===== src/rtl/keypad_scanner.sv =====
// 4x4 matrix keypad scanner: column-at-a-time drive, full-map debounce,
// registered digit vector / lowest-code key outputs with a change strobe.
module keypad_scanner #(
  parameter int unsigned SCAN_DWELL     = 12500,
  parameter int unsigned DEBOUNCE_SCANS = 4
) (
  input  logic       clk,
  input  logic       resetN,
  input  logic       enable,
  input  logic [3:0] row_n,
  output logic [3:0] col_n,
  output logic [9:0] key_vector,
  output logic [3:0] key_code,
  output logic       key_valid,
  output logic       key_strobe,
  output logic       multi_key
);

  localparam int unsigned DW = $clog2(SCAN_DWELL);
  localparam int unsigned SW = $clog2(DEBOUNCE_SCANS + 1);
  localparam logic [DW-1:0] DWELL_LAST = DW'(SCAN_DWELL - 1);
  localparam logic [SW-1:0] STABLE_MAX = SW'(DEBOUNCE_SCANS);

  typedef enum logic [1:0] {IDLE_ST, DRIVE_ST, SAMPLE_ST, COMPARE_ST} state_t;

  state_t        state_q, state_d;
  logic [3:0]    row_s1_q, row_s2_q;
  logic [3:0]    rows;
  logic [1:0]    col_q, col_d;
  logic [DW-1:0] dwell_q, dwell_d;
  logic [15:0]   snap_q, snap_d;
  logic [15:0]   last_q, last_d;
  logic [15:0]   map_q, map_d;
  logic [SW-1:0] stable_q, stable_d, stable_next;

  logic [9:0]    vec_q, vec_d;
  logic [3:0]    code_q, code_d;
  logic          valid_q, valid_d;
  logic          strobe_q, strobe_d;
  logic          multi_q, multi_d;
  logic [15:0]   by_code;

  assign rows = ~row_s2_q;

  always_ff @(posedge clk or negedge resetN) begin
    if (!resetN) begin
      row_s1_q <= '1;
      row_s2_q <= '1;
      state_q  <= IDLE_ST;
      col_q    <= '0;
      dwell_q  <= '0;
      snap_q   <= '0;
      last_q   <= '0;
      map_q    <= '0;
      stable_q <= '0;
      vec_q    <= '0;
      code_q   <= '0;
      valid_q  <= 1'b0;
      strobe_q <= 1'b0;
      multi_q  <= 1'b0;
    end else begin
      row_s1_q <= row_n;
      row_s2_q <= row_s1_q;
      state_q  <= state_d;
      col_q    <= col_d;
      dwell_q  <= dwell_d;
      snap_q   <= snap_d;
      last_q   <= last_d;
      map_q    <= map_d;
      stable_q <= stable_d;
      vec_q    <= vec_d;
      code_q   <= code_d;
      valid_q  <= valid_d;
      strobe_q <= strobe_d;
      multi_q  <= multi_d;
    end
  end

  always_comb begin
    state_d     = state_q;
    col_d       = col_q;
    dwell_d     = dwell_q;
    snap_d      = snap_q;
    last_d      = last_q;
    map_d       = map_q;
    stable_d    = stable_q;
    stable_next = '0;
    if (!enable) begin
      // Partial snapshot is simply overwritten by the next full scan.
      state_d  = IDLE_ST;
      stable_d = '0;
    end else begin
      case (state_q)
        IDLE_ST: begin
          col_d   = '0;
          dwell_d = '0;
          state_d = DRIVE_ST;
        end
        DRIVE_ST: begin
          if (dwell_q == DWELL_LAST) state_d = SAMPLE_ST;
          else                       dwell_d = dwell_q + 1'b1;
        end
        SAMPLE_ST: begin
          for (int unsigned r = 0; r < 4; r++) snap_d[{2'(r), col_q}] = rows[r];
          if (col_q == 2'd3) begin
            state_d = COMPARE_ST;
          end else begin
            col_d   = col_q + 1'b1;
            dwell_d = '0;
            state_d = DRIVE_ST;
          end
        end
        COMPARE_ST: begin
          if (snap_q == last_q)
            stable_next = (stable_q == STABLE_MAX) ? STABLE_MAX : stable_q + 1'b1;
          else
            stable_next = SW'(1);
          stable_d = stable_next;
          if (stable_next == STABLE_MAX) map_d = snap_q;
          last_d  = snap_q;
          col_d   = '0;
          dwell_d = '0;
          state_d = DRIVE_ST;
        end
        default: state_d = IDLE_ST;
      endcase
    end
  end

  always_comb begin
    col_n = '1;
    if (state_q == DRIVE_ST || state_q == SAMPLE_ST) col_n = ~(4'b0001 << col_q);
  end

  // by_code[c] is set when the key whose code is c is pressed; bits 9:0 double as the digit vector.
  always_comb begin
    vec_d[0] = map_q[13];
    vec_d[1] = map_q[0];
    vec_d[2] = map_q[1];
    vec_d[3] = map_q[2];
    vec_d[4] = map_q[4];
    vec_d[5] = map_q[5];
    vec_d[6] = map_q[6];
    vec_d[7] = map_q[8];
    vec_d[8] = map_q[9];
    vec_d[9] = map_q[10];
    by_code  = {map_q[14], map_q[12], map_q[15], map_q[11], map_q[7], map_q[3], vec_d};
    valid_d  = |map_q;
    multi_d  = |(map_q & (map_q - 16'd1));
    code_d   = code_q;
    for (int unsigned c = 16; c > 0; c--) begin
      if (by_code[c-1]) code_d = 4'(c - 1);
    end
    strobe_d = valid_d && (!valid_q || (code_d != code_q));
  end

  assign key_vector = vec_q;
  assign key_code   = code_q;
  assign key_valid  = valid_q;
  assign key_strobe = strobe_q;
  assign multi_key  = multi_q;

endmodule


===== config.mk =====
export PLATFORM = sky130hd
export DESIGN_NAME = keypad_scanner
export DESIGN_NICKNAME = d
export VERILOG_FILES = /design/src/rtl/keypad_scanner.sv
export SDC_FILE = /design/constraint.sdc
export NUM_CORES = 1
export LEC_CHECK = 0
export BUFFER_PORTS_ARGS = -buffer_cell sky130_fd_sc_hd__buf_2
export CELL_PAD_IN_SITES_DETAIL_PLACEMENT = 1
export CELL_PAD_IN_SITES_GLOBAL_PLACEMENT = 1
export CORE_MARGIN = 8
export CORE_UTILIZATION = 26
export DETAILED_ROUTE_END_ITERATION = 8
export PLACE_DENSITY = 0.51
export SYNTH_ARGS = -nofsm -noshare
export SYNTH_HDL_FRONTEND = slang
export SYNTH_SLANG_ARGS = --single-unit

===== constraint.sdc =====
create_clock -name clk -period 3.5 [get_ports clk]
set_input_delay 0.175 -clock clk [delete_from_list [all_inputs] [get_ports clk]]
set_output_delay 0.175 -clock clk [all_outputs]
set_load 0.01 [all_outputs]

**Word-level counts from Yosys, hierarchy flattened**

Cells that the tools add are included.

- Magnitude comparators: 8
- Add/subtract/negate cells: 4
- Reductions and logical operators: 18
- Bitwise gates (word level): 3
- Shift operators: 1
- Equal/unequal tests: 13
- Multiplexer cells: 44

Operators with widths:

| operator | count |
|---|---|
| $mux W4 | 17 |
| $bwmux W16 | 4 |
| $pmux W14 S3 | 1 |
| $reduce_or A16 Y1 | 2 |
| $mux W14 | 2 |
| $mux W3 | 6 |
| $and A16 B16 Y16 | 1 |
| $eq A16 B16 Y1 | 1 |
| $sub A16 B1 Y16 const B | 1 |
| $add A14 B1 Y14 const B | 1 |
| $eq A14 B14 Y1 const B | 1 |
| $lt A4 B5 Y1 const B | 2 |
| $reduce_and A3 Y1 | 3 |
| $demux W1 S2 | 4 |
| $ge A4 B1 Y1 const B | 2 |
| $mux W2 | 4 |
| $not A4 Y4 | 2 |
| $eq A2 B2 Y1 const B | 3 |
| $eq A3 B3 Y1 const B | 2 |
| $pmux W2 S3 | 1 |
| $logic_and A1 B1 Y1 | 5 |
| $lt A2 B5 Y1 const B | 1 |
| $lt A3 B5 Y1 const B | 1 |
| $mux W1 | 4 |
| other kinds (17) | 20 |

- Output and inout bits: 21
- Register bits: 94
- Word-level logic and storage cells: 105

**Logic depth before layout (Yosys ltp)**

Gate-level depths: netlist of run 1.

- Depth in word-level cells: 19
- Depth in mapped cells: 8
- Gate-level depth less buffers: 7

**Worst setup path before layout of run 1**

OpenSTA, ideal clock, no wires.

- Path kind: register to register
- Start: register stable_q[0]
- End: register map_q[10]
- Cell stages (with the launch flop): 7
- Data required time: 3.375 ns
- Arrival time: 2.234 ns
- Setup time: 0.125 ns
- Slack: 1.141 ns
- Cell sequence: dfrtp_1 inv_1 ha_1 or4_4 nor4b_4 buf_8 mux2_4

- Word-level cells in the longest chain between the ends: 7
- Elaborated cells between the ends (all ways): 8

Ends and longest elaborated chain:

| item | RTL line | RTL |
|---|---|---|
| from (decl) | 34 | `logic [SW-1:0] stable_q, stable_d, stable_next;` |
| from (signal assigned) | 70 | `stable_q <= stable_d;` |
| $add A3 B1 Y3 / $eq A3 B3 Y1 (equally long branches) | 115 | `stable_next = (stable_q == STABLE_MAX) ? STABLE_MAX : stable_q + 1'b1;` |
| $mux W3 (*) | 115 |  |
| $mux W3 (*) | 114 | `if (snap_q == last_q)` |
| $mux W3 (*) | 93 | `case (state_q)` |
| $mux W3 (*) | 88 | `if (!enable) begin` |
| $eq A3 B3 Y1 (*) | 119 | `if (stable_next == STABLE_MAX) map_d = snap_q;` |
| $reduce_and A3 Y1 (no line) (*) | - |  |
| to (signal assigned) | 69 | `map_q <= map_d;` |
| to (decl) | 33 | `logic [15:0] map_q, map_d;` |

Mark *: on every way between the ends. The rest lies on a longest branch, timed or not. The select of a mux whose other input is x is not followed.
A chain may end at the register's enable or synchronous reset.

**Worst setup path in the final report of run 1**

- Start: register stable_q[0]
- End: register map_q[1]

Same word-level chain as after synthesis.

==> key figures, run 1 <==
STA
  • RSZ-0062 raised after global routing: no
  • Final Hold Viols: 0
  • Fmax: 0.418 GHz
  • Fin. max-slew vios: 0
  • Worst Tran Pin Value: 0.783 ns
  • Final min period: 2.39 ns
  • Hold WS: 0.165 ns
  • Endpoints failing setup: 0
  • Worst Skew: 0.00788 ns
  • Tcrit/Tclk final: 0.683
  • Final setup TNS: 0 ns
  • Worst rel slew slack: 0.473

Synthesis
  • Syn_nets: 421
  • Yosys reg bits: 94
  • Synth area leaders: dfrtp_1 (48%), mux2_2 (5.8%), dfstp_2 (4.7%)
  • Post-synthesis sequential area ratio: 0.531
  • Synthesized area: 4450 sq um
  • Main synth FF type: dfrtp_1
  • Mapped Cells: 404
  • Number of flops mapped to enable cells by yosys: 0
  • Async SR Flop Fraction: 1.00
  • Yosys warns: 0
  • Yosys cell types: 60
  • Yosys top cell area share: 0.484
  • Syn Area/Cell: 11.0 sq um
  • Cell taking the most area after synthesis: dfrtp_1

Detailed routing
  • M1 WL: 4.77 mm
  • ANT nets after route: 0
  • Routed met2 length: 5.26 mm
  • Via-per-instance ratio: 4.65
  • Met3 WL post-DR: 352 um
  • Wire length per cell: 15.8 um
  • Max Used Layer: met4
  • WL final: 10.6 mm
  • Drt pass-1 iters: 4
  • Via count: 3103
  • DRT iter0 DRCs: 99
  • DRC viols: 0

Place
  • GPL Wtd Cong: 0.769
  • Post-DP HPWL: 7.60 mm
  • PortBufs: 27

CTS
  • CTS Buf Count: 9
  • # Post-CTS Setup Buffers: 0
  • CTS tree: done
  • CTS H-tree depth: 3
  • Resized cells post-CTS: 0
  • CTS Buffer Depth: 2
  • Skew-Pair Late Insertion Delay: 0.35 ns
  • CTS clk-pin slew, worst paths: 0.07 ns
  • CTS Hold Bufs: 5
  • Root Driver: clkbuf_16
  • CTS sink count: 94

Critical path
  • CP top delay family: simple AND/OR/NAND/NOR gates
  • Critical-path cell list: inv_1 > ha_1 > or4_4 > nor4b_4 > buf_4 > mux2_2
  • Crit path DAT: 2.62 ns
  • FF-to-FF Start: stable_q[0]$_DFFE_PN0P_
  • Worst Setup Path Type: reg2reg
  • Crit-path max FO: 16
  • R2R setup slack: 1.11 ns
  • Worst path slowest cell: or4_4
  • R2R depth: 6
  • Worst setup SP type: flip-flop
  • WP buf/inv: 2
  • R2R Path End: map_q[1]$_DFFE_PN0P_
  • Crit path capture: map_q[1]$_DFFE_PN0P_
  • Crit path from: stable_q[0]$_DFFE_PN0P_
  • Slowest stage delay, CP: 0.55 ns
  • Critical Path RT: 3.73 ns
  • Endpoint class of the critical path: flip-flop
  • CP Depth: 6

Global route
  • Initial antenna violation count: 0
  • Vias in the first global route: 3362
  • Pin count of the biggest net entering global routing: 54
  • Total grt overflow: 0
  • Gr usage total: 0.105
  • First-pass GRT wire length: 17.9 mm

Floorplan
  • Core area: 17000 sq um
  • Die width: 147 um
  • Die area: 21500 sq um
  • Io pins: 28
  • Die height: 147 um
  • Row count: 48
  • Initial Utilization: 0.262

Run
  • Max cap viols: 0

Status
  • Outcome: finished, final reports clean

Power
  • Final Power: 2.95 mW
  • Peak VDD IR: 0.307 mV
  • P_leak: 2.40 nW
  • Pwr Density: 568 nW/um^2

Finish
  • Most common cell after layout, fill and taps aside: dfrtp_1
  • Layout cells sized above 1: 0.214
  • # nets final: 455
  • # fillers: 1924
  • Synth-to-layout area growth: 16.7%
  • Inserted Diodes: 0
  • Most frequent cells in the layout: dfrtp_1 (86), nand2_1 (38), nor2_1 (28), o21ai_0 (27), buf_2 (26)

Hold path
  • Worst hold path type: in2reg
[metal layers]
metal / GRT usage / vias to the layer above
met4: 0.0417 / 0
met3: 0.0295 / 10
met2: 0.178 / 30
met5: 0 / -
li1: - / 1506
met1: 0.122 / 1557
[synth_stat cells, types with 2 or more instances]
library cell / n
o21a_1: 3
mux2_2: 23
o211ai_1: 3
a22o_1: 3
dfstp_2: 8
nor4b_1: 2
ha_1: 10
nand2b_1: 5
a2bb2oi_1: 2
or3_1: 2
o22ai_1: 2
nor3b_1: 3
nand3_1: 10
o2bb2ai_1: 2
xor2_1: 9
dfrtp_1: 86
a211oi_1: 2
nor4_1: 9
a211o_1: 2
or2_2: 2
nor2_1: 28
nand4_1: 7
xnor2_1: 16
a21oi_1: 13
clkbuf_1: 12
a21boi_0: 3
mux2_4: 10
o221a_2: 2
nand2_1: 38
inv_1: 15
o21ai_0: 27
nor3_1: 15
or4_1: 3
[state kept, by name, indices dropped and copies added (netlist names), 2 cells and up]
name and cells:
last_q 16, map_q 16, snap_q 16, dwell_q 14, key_vector 10, key_code 4, row_s1_q 4, row_s2_q 4
stable_q 3, col_q 2, state_q 2
[per-stage QoR]
stage,area [sq um],setup slack [ns],utilization,cells
3_5_place_dp,4840,1.09,0.285,647
6_report,5190,1.11,0.306,668
3_3_place_gp,4840,1.15,0.285,647
2_1_floorplan,4450,1.14,-,404
5_1_grt,5190,0.917,0.306,668
4_1_cts,5190,1.08,0.306,668
[report_power, final]
group,leakage [nW],internal (mW),switching (mW)
logic,0.986,0.256,0.276
registers,1.26,1.26,0.160
clock network,0.152,0.589,0.408
[worst min-delay path by stage]
stage,slack (ns),cells past startpoint,startpoint,to
floorplan,-0.12,0,resetN,col_q[0]$_DFFE_PN0P_
global placement,0.27,1,resetN,key_vector[0]$_DFF_PN0_
detailed placement,0.27,1,resetN,key_vector[0]$_DFF_PN0_
CTS,0.15,2,enable,stable_q[1]$_DFFE_PN0P_
global route,0.18,2,enable,stable_q[1]$_DFFE_PN0P_
finish,0.16,2,enable,stable_q[1]$_DFFE_PN0P_
[area by class of cell]
type / count / area (sq um) / share of cell area
Sequential cell: 94 / 2360 / 0.455
Multi-Input combinational cell: 281 / 1970 / 0.379
Tap cell: 225 / 282 / 0.0542
Clock buffer: 12 / 256 / 0.0494
Timing Repair Buffer: 37 / 225 / 0.0434
Inverter: 15 / 56.3 / 0.0108
Clock inverter: 4 / 45.0 / 0.00867
[cells by family (layout without fill, tap and decap cells)]
kind of cell / after synthesis / count (layout) / synth area share
simple gates: 133 / 133 / 0.153
xor+xnor: 25 / 25 / 0.0492
buf+inv: 29 / 68 / 0.0270
flops: 94 / 94 / 0.531
fa+ha+maj: 10 / 10 / 0.0281
compound gates: 79 / 79 / 0.117
mux: 34 / 34 / 0.0942
No activity file was read; power rests on OpenSTA's default activity.
==> run 2, diff against run 1 <==
--- a/config.mk
+++ b/config.mk
@@ -11,7 +11,7 @@
 export CORE_MARGIN = 8
 export CORE_UTILIZATION = 26
 export DETAILED_ROUTE_END_ITERATION = 8
-export PLACE_DENSITY = 0.51
+export PLACE_DENSITY = 0.53
 export SYNTH_ARGS = -nofsm -noshare
 export SYNTH_HDL_FRONTEND = slang
 export SYNTH_SLANG_ARGS = --single-unit
==> constraint.sdc (replaced) <==
create_clock -name clk -period 2.1 [get_ports clk]
set_input_delay 0.105 -clock clk [delete_from_list [all_inputs] [get_ports clk]]
set_output_delay 0.105 -clock clk [all_outputs]
set_load 0.01 [all_outputs]
==> run 2 against run 1 <==
  * The flow now finishes with violations (setup timing)
  * Critical endpoint is now map_q[6]$_DFFE_PN0P_
  * Register-to-register slack got worse by 1.3 ns
  * Via count rose by 6.9%
  * Cell area increased by 9.1%
  * Combinational power grew 110%
  * Setup slack worse by 1.3 ns
  * Critical path type unchanged
  * Largest power group unchanged
  * Sequential cell count is the same
  * Power increased by 85%
  * First-iteration DRC count down 18%
  * Global-route usage grew 0.44 points
  * Clock power up 100%
==> key figures, run 2 (synthesis results as in run 1) <==
Status
  • Failing checks: setup timing
  • Outcome: finished with violations

Detailed routing
  • WL final: 11.2 mm (+5.8%)
  • Via-per-instance ratio: 4.69 (+1.0%)
  • DRT iter0 DRCs: 81 (-18%)
  • DRC viols: 0 (unchanged)
  • ANT nets after route: 0 (unchanged)
  • Via count: 3318 (+6.9%)
  • Drt pass-1 iters: 4 (unchanged)
  • Wire length per cell: 15.8 um (about the same)

Finish
  • # fillers: 1895 (-1.5%)
  • # nets final: 494 (+8.6%)
  • Top Registers: last_q x16, map_q x16, snap_q x16
  • Most frequent cells in the layout: dfrtp_1 (86), buf_4 (42), nand2_1 (38), nor2_1 (28), o21ai_0 (27)
  • Synth-to-layout area growth: 27.3%
  • Final instance area: 5660 sq um (+9.1%)
  • Most common cell after layout, fill and taps aside: dfrtp_1
  • Inserted Diodes: 0 (unchanged)
  • Layout cells sized above 1: 0.299 (+0.0843)
  • Footprint of the multi-input gates: 2030 sq um (+3.4%)
  • Register area: 2360 sq um (unchanged)

Run
  • Max cap viols: 0 (unchanged)

Floorplan
  • Die area: 21500 sq um (unchanged)
  • Die height: 147 um (unchanged)
  • Die width: 147 um (unchanged)
  • Row count: 48 (unchanged)
  • Initial Utilization: 0.262 (unchanged)
  • Io pins: 28 (unchanged)
  • Core area: 17000 sq um (unchanged)

Critical path
  • Crit path DAT: 2.51 ns (-0.11 ns)
  • CP Depth: 7 (+1)
  • WP buf/inv: 3 (+1)
  • CP top delay family: simple AND/OR/NAND/NOR gates
  • Worst path slowest cell: or4_4
  • Slowest stage delay, CP: 0.54 ns (about the same)
  • FF-to-FF Start: stable_q[0]$_DFFE_PN0P_
  • R2R Path End: map_q[6]$_DFFE_PN0P_
  • Endpoint class of the critical path: flip-flop
  • Worst setup SP type: flip-flop
  • Crit-path max FO: 8 (-8)
  • Critical Path RT: 2.33 ns (-1.40 ns)
  • R2R depth: 7 (+1)
  • Critical-path cell list: inv_2 > ha_4 > or4_4 > nor4b_4 > buf_4 > clkbuf_16 > mux2_4
  • Worst Setup Path Type: reg2reg
  • R2R setup slack: -0.17 ns (-1.28 ns)

Power
  • Net switching power: 1.51 mW (+79%)
  • Switching Share: 0.276 (-0.00984)
  • Pwr Density: 965 nW/um^2 (+70%)
  • P_leak: 2.64 nW (+10%)
  • Peak VDD IR: 0.392 mV (+28%)
  • P_int: 3.95 mW (+88%)
  • Clock power share: 0.367 (+0.029)
  • Comb pwr share: 0.207 (+0.027)
  • Final Power: 5.46 mW (+85%)
  • Part of the power in registers: 0.427 (-0.054)

Hold path
  • Worst hold path type: in2reg
  • Min-delay src: enable
  • Hold Path End: stable_q[2]$_DFFE_PN0P_
  • WHS Path Cells: 3 (+1)

Global route
  • Gr usage total: 0.109 (+0.00439)
  • Vias in the first global route: 3605 (+7.2%)
  • Pin count of the biggest net entering global routing: 66 (+22%)
  • Total grt overflow: 0 (unchanged)
  • Initial antenna violation count: 0 (unchanged)
  • First-pass GRT wire length: 18.8 mm (+5.0%)

Place
  • PortBufs: 27 (unchanged)
  • Placed cell area: 5130 sq um (+6.0%)
  • Placement Setup Slack: -0.157 ns (-1.24 ns)
  • Post-DP HPWL: 8.08 mm (+6.3%)
  • GPL Wtd Cong: 0.772 (+0.40%)

STA
  • Worst Tran Pin Value: 0.438 ns (-0.345 ns)
  • Fin. max-slew vios: 0 (unchanged)
  • Endpoints failing setup: 17 (+17)
  • Final min period: 2.27 ns (-0.117 ns)
  • Worst Skew: 0.00838 ns (+0.000503 ns)
  • Fmax: 0.440 GHz (+5.2%)
  • Final Hold Viols: 0 (unchanged)
  • Worst rel slew slack: 0.706 (+0.232)
  • RSZ-0062 raised after global routing: yes
  • Post-route setup slack: -0.173 ns (-1.28 ns)
  • Tcrit/Tclk final: 1.08 (+0.399)

CTS
  • CTS Buf Count: 9 (unchanged)
  • Skew-Pair Late Insertion Delay: 0.35 ns (about the same)
  • CTS tree: done
  • Root Driver: clkbuf_16
  • CTS Buffer Depth: 2 (unchanged)
  • CTS clk-pin slew, worst paths: 0.07 ns (about the same)
  • CTS sink count: 94 (unchanged)
  • CTS H-tree depth: 3 (unchanged)
[run 2: cell count changes in the layout (fill, tap and decap cells not counted), sizes merged]
cell,change
buf,+38
bufinv,+3
clkbuf,-2
[run 2: cell type report]
class | count | share of cell area
clock buffer | 9 | 0.0398
clock inverter | 7 | 0.0258
sequential | 94 | 0.417
timing repair buffer | 76 | 0.0990
multi-input combinational | 281 | 0.359
tap | 225 | 0.0497
inverter | 15 | 0.00994
[run 2: worst min-delay path: stages]
cell and delay (ns):
buf_2 0.11, o21ai_1 0.13, a221oi_2 0.05
[run 2: worst max-delay path by stage]
stage / from / endpoint / slack, ns
floorplan: stable_q[0]$_DFFE_PN0P_ / map_q[10]$_DFFE_PN0P_ / -0.18
global placement: stable_q[0]$_DFFE_PN0P_ / map_q[3]$_DFFE_PN0P_ / -0.08
detailed placement: stable_q[0]$_DFFE_PN0P_ / map_q[0]$_DFFE_PN0P_ / -0.16
CTS: stable_q[0]$_DFFE_PN0P_ / map_q[0]$_DFFE_PN0P_ / -0.16
global route: stable_q[0]$_DFFE_PN0P_ / map_q[6]$_DFFE_PN0P_ / -0.23
finish: stable_q[0]$_DFFE_PN0P_ / map_q[6]$_DFFE_PN0P_ / -0.17
[run 2: repair_timing]
item	4_1_cts	5_1_grt
pin swaps	0	5
gates resized for setup	4	11
buffers inserted	0	3
endpoints found under the hold margin	33	0
hold buffers	5	0
gates cloned	0	1
endpoints found under the setup margin	18	22
[run 2: routing by layer]
metal / part of all wire / routed length (um) / up-vias / GRT usage
li1: - / - / 1592 / -
met1: 0.44 / 4860 / 1670 / 0.122
met2: 0.51 / 5700 / 38 / 0.191
met3: 0.036 / 407 / 18 / 0.0348
met4: 0.018 / 205 / 0 / 0.0412
met5: 0 / 0 / - / 0
[run 2: stage by stage]
step                      instances  setup TNS, ns   util  hold WS, ns
after floorplan                 404          -2.15      -       -0.191
after global placement          682         -0.910  0.302       0.0589
after detailed placement        682          -2.02  0.302       0.0644
after CTS                       703          -2.08  0.328       0.0578
after global routing            707          -3.66  0.333       0.0865
final                           707          -2.61  0.333       0.0877
[run 2: power groups by stage]
| stage | logic (mW) | clock network (mW) | registers (mW) |
|---|---|---|---|
| after floorplan | 0.660 | 0 | 2.32 |
| after global placement | 1.05 | 0 | 2.35 |
| after detailed placement | 1.08 | 0 | 2.37 |
| after CTS | 1.14 | 2.07 | 2.34 |
| after global routing | 1.28 | 2.14 | 2.38 |
| final | 1.13 | 2.00 | 2.33 |
==> run 3, diff against run 2 <==
--- a/config.mk
+++ b/config.mk
@@ -5,13 +5,14 @@
 export SDC_FILE = /design/constraint.sdc
 export NUM_CORES = 1
 export LEC_CHECK = 0
+export ABC_AREA = 1
 export BUFFER_PORTS_ARGS = -buffer_cell sky130_fd_sc_hd__buf_2
 export CELL_PAD_IN_SITES_DETAIL_PLACEMENT = 1
 export CELL_PAD_IN_SITES_GLOBAL_PLACEMENT = 1
 export CORE_MARGIN = 8
 export CORE_UTILIZATION = 26
 export DETAILED_ROUTE_END_ITERATION = 8
-export PLACE_DENSITY = 0.53
+export PLACE_DENSITY = 0.54
 export SYNTH_ARGS = -nofsm -noshare
 export SYNTH_HDL_FRONTEND = slang
 export SYNTH_SLANG_ARGS = --single-unit
==> run 3 against run 2 <==
  * The flow now finishes without violations
  * Register-to-register slack better by 0.33 ns
  * Non-clock buffer count down 31
  * Cell count up 9.6%
  * First-iteration DRC count up 98%
  * Highest routed layer unchanged
  * Largest power group unchanged
  * Clock power down 21%
  * Worst hold slack worse by 0.0043 ns
  * Power down 3.8%
  * Sequential power up 3%
  * Sequential cell count unchanged
  * Routed wire length down 3.9%
==> key figures, run 3 <==
Finish
  • Top Registers: last_q x16, map_q x16, snap_q x16
  • Most common cell after layout, fill and taps aside: nand2_1
  • Post-layout util: 0.311 (-0.0225)
  • Final instance area: 5280 sq um (-6.8%)
  • Most frequent cells in the layout: nand2_1 (113), dfrtp_1 (86), inv_1 (50), o21ai_0 (49), buf_2 (26)
  • Layout cells sized above 1: 0.218 (-0.0806)
  • Inserted Diodes: 0 (unchanged)
  • Synth-to-layout area growth: 18.6%
  • # nets final: 562 (+14%)

STA
  • Worst Tran Pin Value: 0.548 ns (+0.110 ns)
  • Tcrit/Tclk final: 0.923 (-0.159)
  • Endpoints failing setup: 0 (-17)
  • Final setup TNS: 0 ns (+2.61 ns)
  • Worst rel slew slack: 0.631 (-0.0746)
  • Fmax: 0.516 GHz (+17%)
  • Post-route setup slack: 0.161 ns (+0.335 ns)
  • RSZ-0062 raised after global routing: no
  • Final Hold Viols: 0 (unchanged)
  • Final min period: 1.94 ns (-0.335 ns)
  • Fin. max-slew vios: 0 (unchanged)
  • Worst Skew: 0.00876 ns (+0.000374 ns)

CTS
  • Skew-Pair Late Insertion Delay: 0.35 ns (about the same)
  • CTS Buffer Depth: 2 (unchanged)
  • CTS clk-pin slew, worst paths: 0.07 ns (about the same)
  • CTS sink count: 94 (unchanged)
  • # Post-CTS Setup Buffers: 0 (unchanged)
  • CTS H-tree depth: 3 (unchanged)
  • CTS Buf Count: 9 (unchanged)
  • Root Driver: clkbuf_16
  • CTS tree: done

Synthesis
  • Yosys warns: 0 (unchanged)
  • Synthesized area: 4450 sq um (+0.11%)
  • Simple-Gate Fraction of Synth Area: 0.226 (+0.0726)
  • XOR/XNOR Fraction of Synth Area: 0.0315 (-0.0178)
  • Cell taking the most area after synthesis: dfrtp_1
  • Synth area leaders: dfrtp_1 (48%), nand2_1 (9.5%), o21ai_0 (5.5%)
  • Main synth FF type: dfrtp_1
  • Mux cell area share after synthesis: 0 (-0.0942)
  • Yosys top cell area share: 0.483 (-0.000544)
  • Top-count cell post-synth: nand2_1
  • Yosys reg bits: 94 (unchanged)
  • Yosys cell types: 33 (-45%)
  • Post-synthesis compound-gate area fraction: 0.119 (+0.00127)
  • Largest family of logic cells by synthesized area: simple AND/OR/NAND/NOR gates
  • Synth Area in Adders: 0.0281 (-0.0000316)
  • Number of flops mapped to enable cells by yosys: 0 (unchanged)
  • Mapped Cells: 497 (+23%)
  • Post-synthesis sequential area ratio: 0.530 (-0.000597)
  • Syn_nets: 514 (+22%)
  • Async SR Flop Fraction: 1.00 (unchanged)
  • Synth top cells by count: nand2_1 (113), dfrtp_1 (86), inv_1 (51)
  • Syn Area/Cell: 8.96 sq um (-19%)

Power
  • Final Power: 5.26 mW (-3.8%)
  • Pwr Density: 995 nW/um^2 (+3.1%)
  • P_leak: 2.47 nW (-6.5%)
  • Peak VDD IR: 0.432 mV (+10%)

Critical path
  • Critical Path RT: 2.34 ns (about the same)
  • Endpoint class of the critical path: flip-flop
  • Crit path from: snap_q[1]$_DFFE_PN0P_
  • Critical-path cell list: inv_2 > or2_1 > nand4_1 > nor4_1 > and2_4 > nand2_1 > clkinv_2 > nand3_4 > buf_12 > nand2_2 > o21ai_2
  • Slowest stage delay, CP: 0.39 ns (-0.15 ns)
  • WP buf/inv: 3 (unchanged)
  • Crit-path max FO: 19 (+11)
  • CP top delay family: simple AND/OR/NAND/NOR gates
  • Worst setup SP type: flip-flop
  • Worst path slowest cell: dfrtp_1
  • Worst Setup Path Type: reg2reg
  • FF-to-FF Start: snap_q[1]$_DFFE_PN0P_
  • Crit path DAT: 2.18 ns (-0.33 ns)

Place
  • Placement Setup Slack: 0.125 ns (+0.282 ns)
  • Placed cell area: 4940 sq um (-3.7%)
  • PortBufs: 27 (unchanged)
  • GPL Wtd Cong: 0.795 (+3.0%)
  • Post-DP HPWL: 8.08 mm (about the same)

Floorplan
  • Die area: 21600 sq um (+0.10%)
  • Row count: 48 (unchanged)
  • Io pins: 28 (unchanged)
  • Initial Utilization: 0.262 (+0.000294)
  • Die width: 147 um (about the same)
  • Die height: 147 um (about the same)
  • Core area: 17000 sq um (unchanged)

Global route
  • Vias in the first global route: 3519 (-2.4%)
  • Total grt overflow: 0 (unchanged)
  • Pin count of the biggest net entering global routing: 34 (-48%)
  • First-pass GRT wire length: 18.2 mm (-3.0%)
  • Initial antenna violation count: 0 (unchanged)
  • Gr usage total: 0.106 (-0.00350)

Detailed routing
  • Drt pass-1 iters: 4 (unchanged)
  • Via-per-instance ratio: 4.41 (-6.1%)
  • Wire length per cell: 13.9 um (-12%)
  • DRC viols: 0 (unchanged)
  • Via count: 3415 (+2.9%)
  • ANT nets after route: 0 (unchanged)
  • DRT iter0 DRCs: 160 (+98%)
  • WL final: 10.7 mm (-3.9%)

Hold path
  • Min-delay src: enable
  • Worst hold path type: in2reg

Run
  • Max cap viols: 0 (unchanged)

Status
  • Outcome: finished, final reports clean
run 3: changes by cell type after synthesis, sizes merged, moves of 9 or more:
cell,previous run,this run
o21ai,28,67
nand3,10,21
mux2,33,0
clkbuf,12,3
inv,15,62
nand2,38,129
run 3: final timing paths:
| path | endpoint | slack (ns) | cells past startpoint |
|---|---|---|---|
| worst max-delay path | map_q[5]$_DFFE_PN0P_ | 0.16 | 11 |
| worst min-delay path | stable_q[1]$_DFFE_PN0P_ | 0.08 | 3 |
| worst max register to register | map_q[5]$_DFFE_PN0P_ | 0.16 | 11 |
| worst min register to register | row_s2_q[2]$_DFF_PN1_ | 0.36 | 0 |
| max in group asynchronous | row_s1_q[0]$_DFF_PN1_ | 1.19 | 3 |
| min in group asynchronous | key_vector[9]$_DFF_PN0_ | 0.25 | 2 |
run 3: report_power, final:
group	switching (mW)	leakage (nW)	internal, mW
clock	0.741	0.136	0.847
combinational	0.781	1.07	0.487
sequential	0.258	1.26	2.14
run 3: per-stage QoR:
step	hold WS (ns)	cells
6_report	0.0834	775
5_1_grt	0.0983	775
4_1_cts	0.0737	775
3_5_place_dp	0.0856	754
3_3_place_gp	0.0835	754
2_1_floorplan	-0.191	497
run 3: tightest hold or removal path, stage by stage:
cell and delay, ns:
buf_2 0.15, o21ai_0 0.09, nor2_1 0.05
run 3: layout make-up:
class | count | area [sq um]
fill | 2006 | 11700
timing repair buffer | 45 | 310
multi-input combinational | 332 | 1800
inverter | 63 | 238
clock inverter | 5 | 42.5
sequential | 94 | 2360
tap | 225 | 282
clock buffer | 11 | 243
run 3: kinds of logic (layout without fill, tap and decap cells):
kind of cell / count (synthesis) / count (layout)
AND/OR/NAND/NOR: 218 / 218
flip-flops: 94 / 94
AO/OA/AOI/OAI: 88 / 88
buffers and inverters: 71 / 124
XOR/XNOR: 16 / 16
adder cells (fa/ha/maj): 10 / 10
run 3: routing by layer:
metal	wire [um]	global-route usage	share of wire	up-vias
li1	-	-	-	1716
met1	5430	0.138	0.51	1645
met2	4710	0.160	0.44	40
met3	352	0.0240	0.033	14
met4	251	0.0551	0.023	0
met5	0	0	0	-
run 3: repair_timing:
| item | in CTS | in global routing |
|---|---|---|
| hold endpoints to repair | 30 | 0 |
| setup endpoints to repair | 0 | 13 |
| hold buffers | 5 | 0 |
| resized for setup | 0 | 2 |
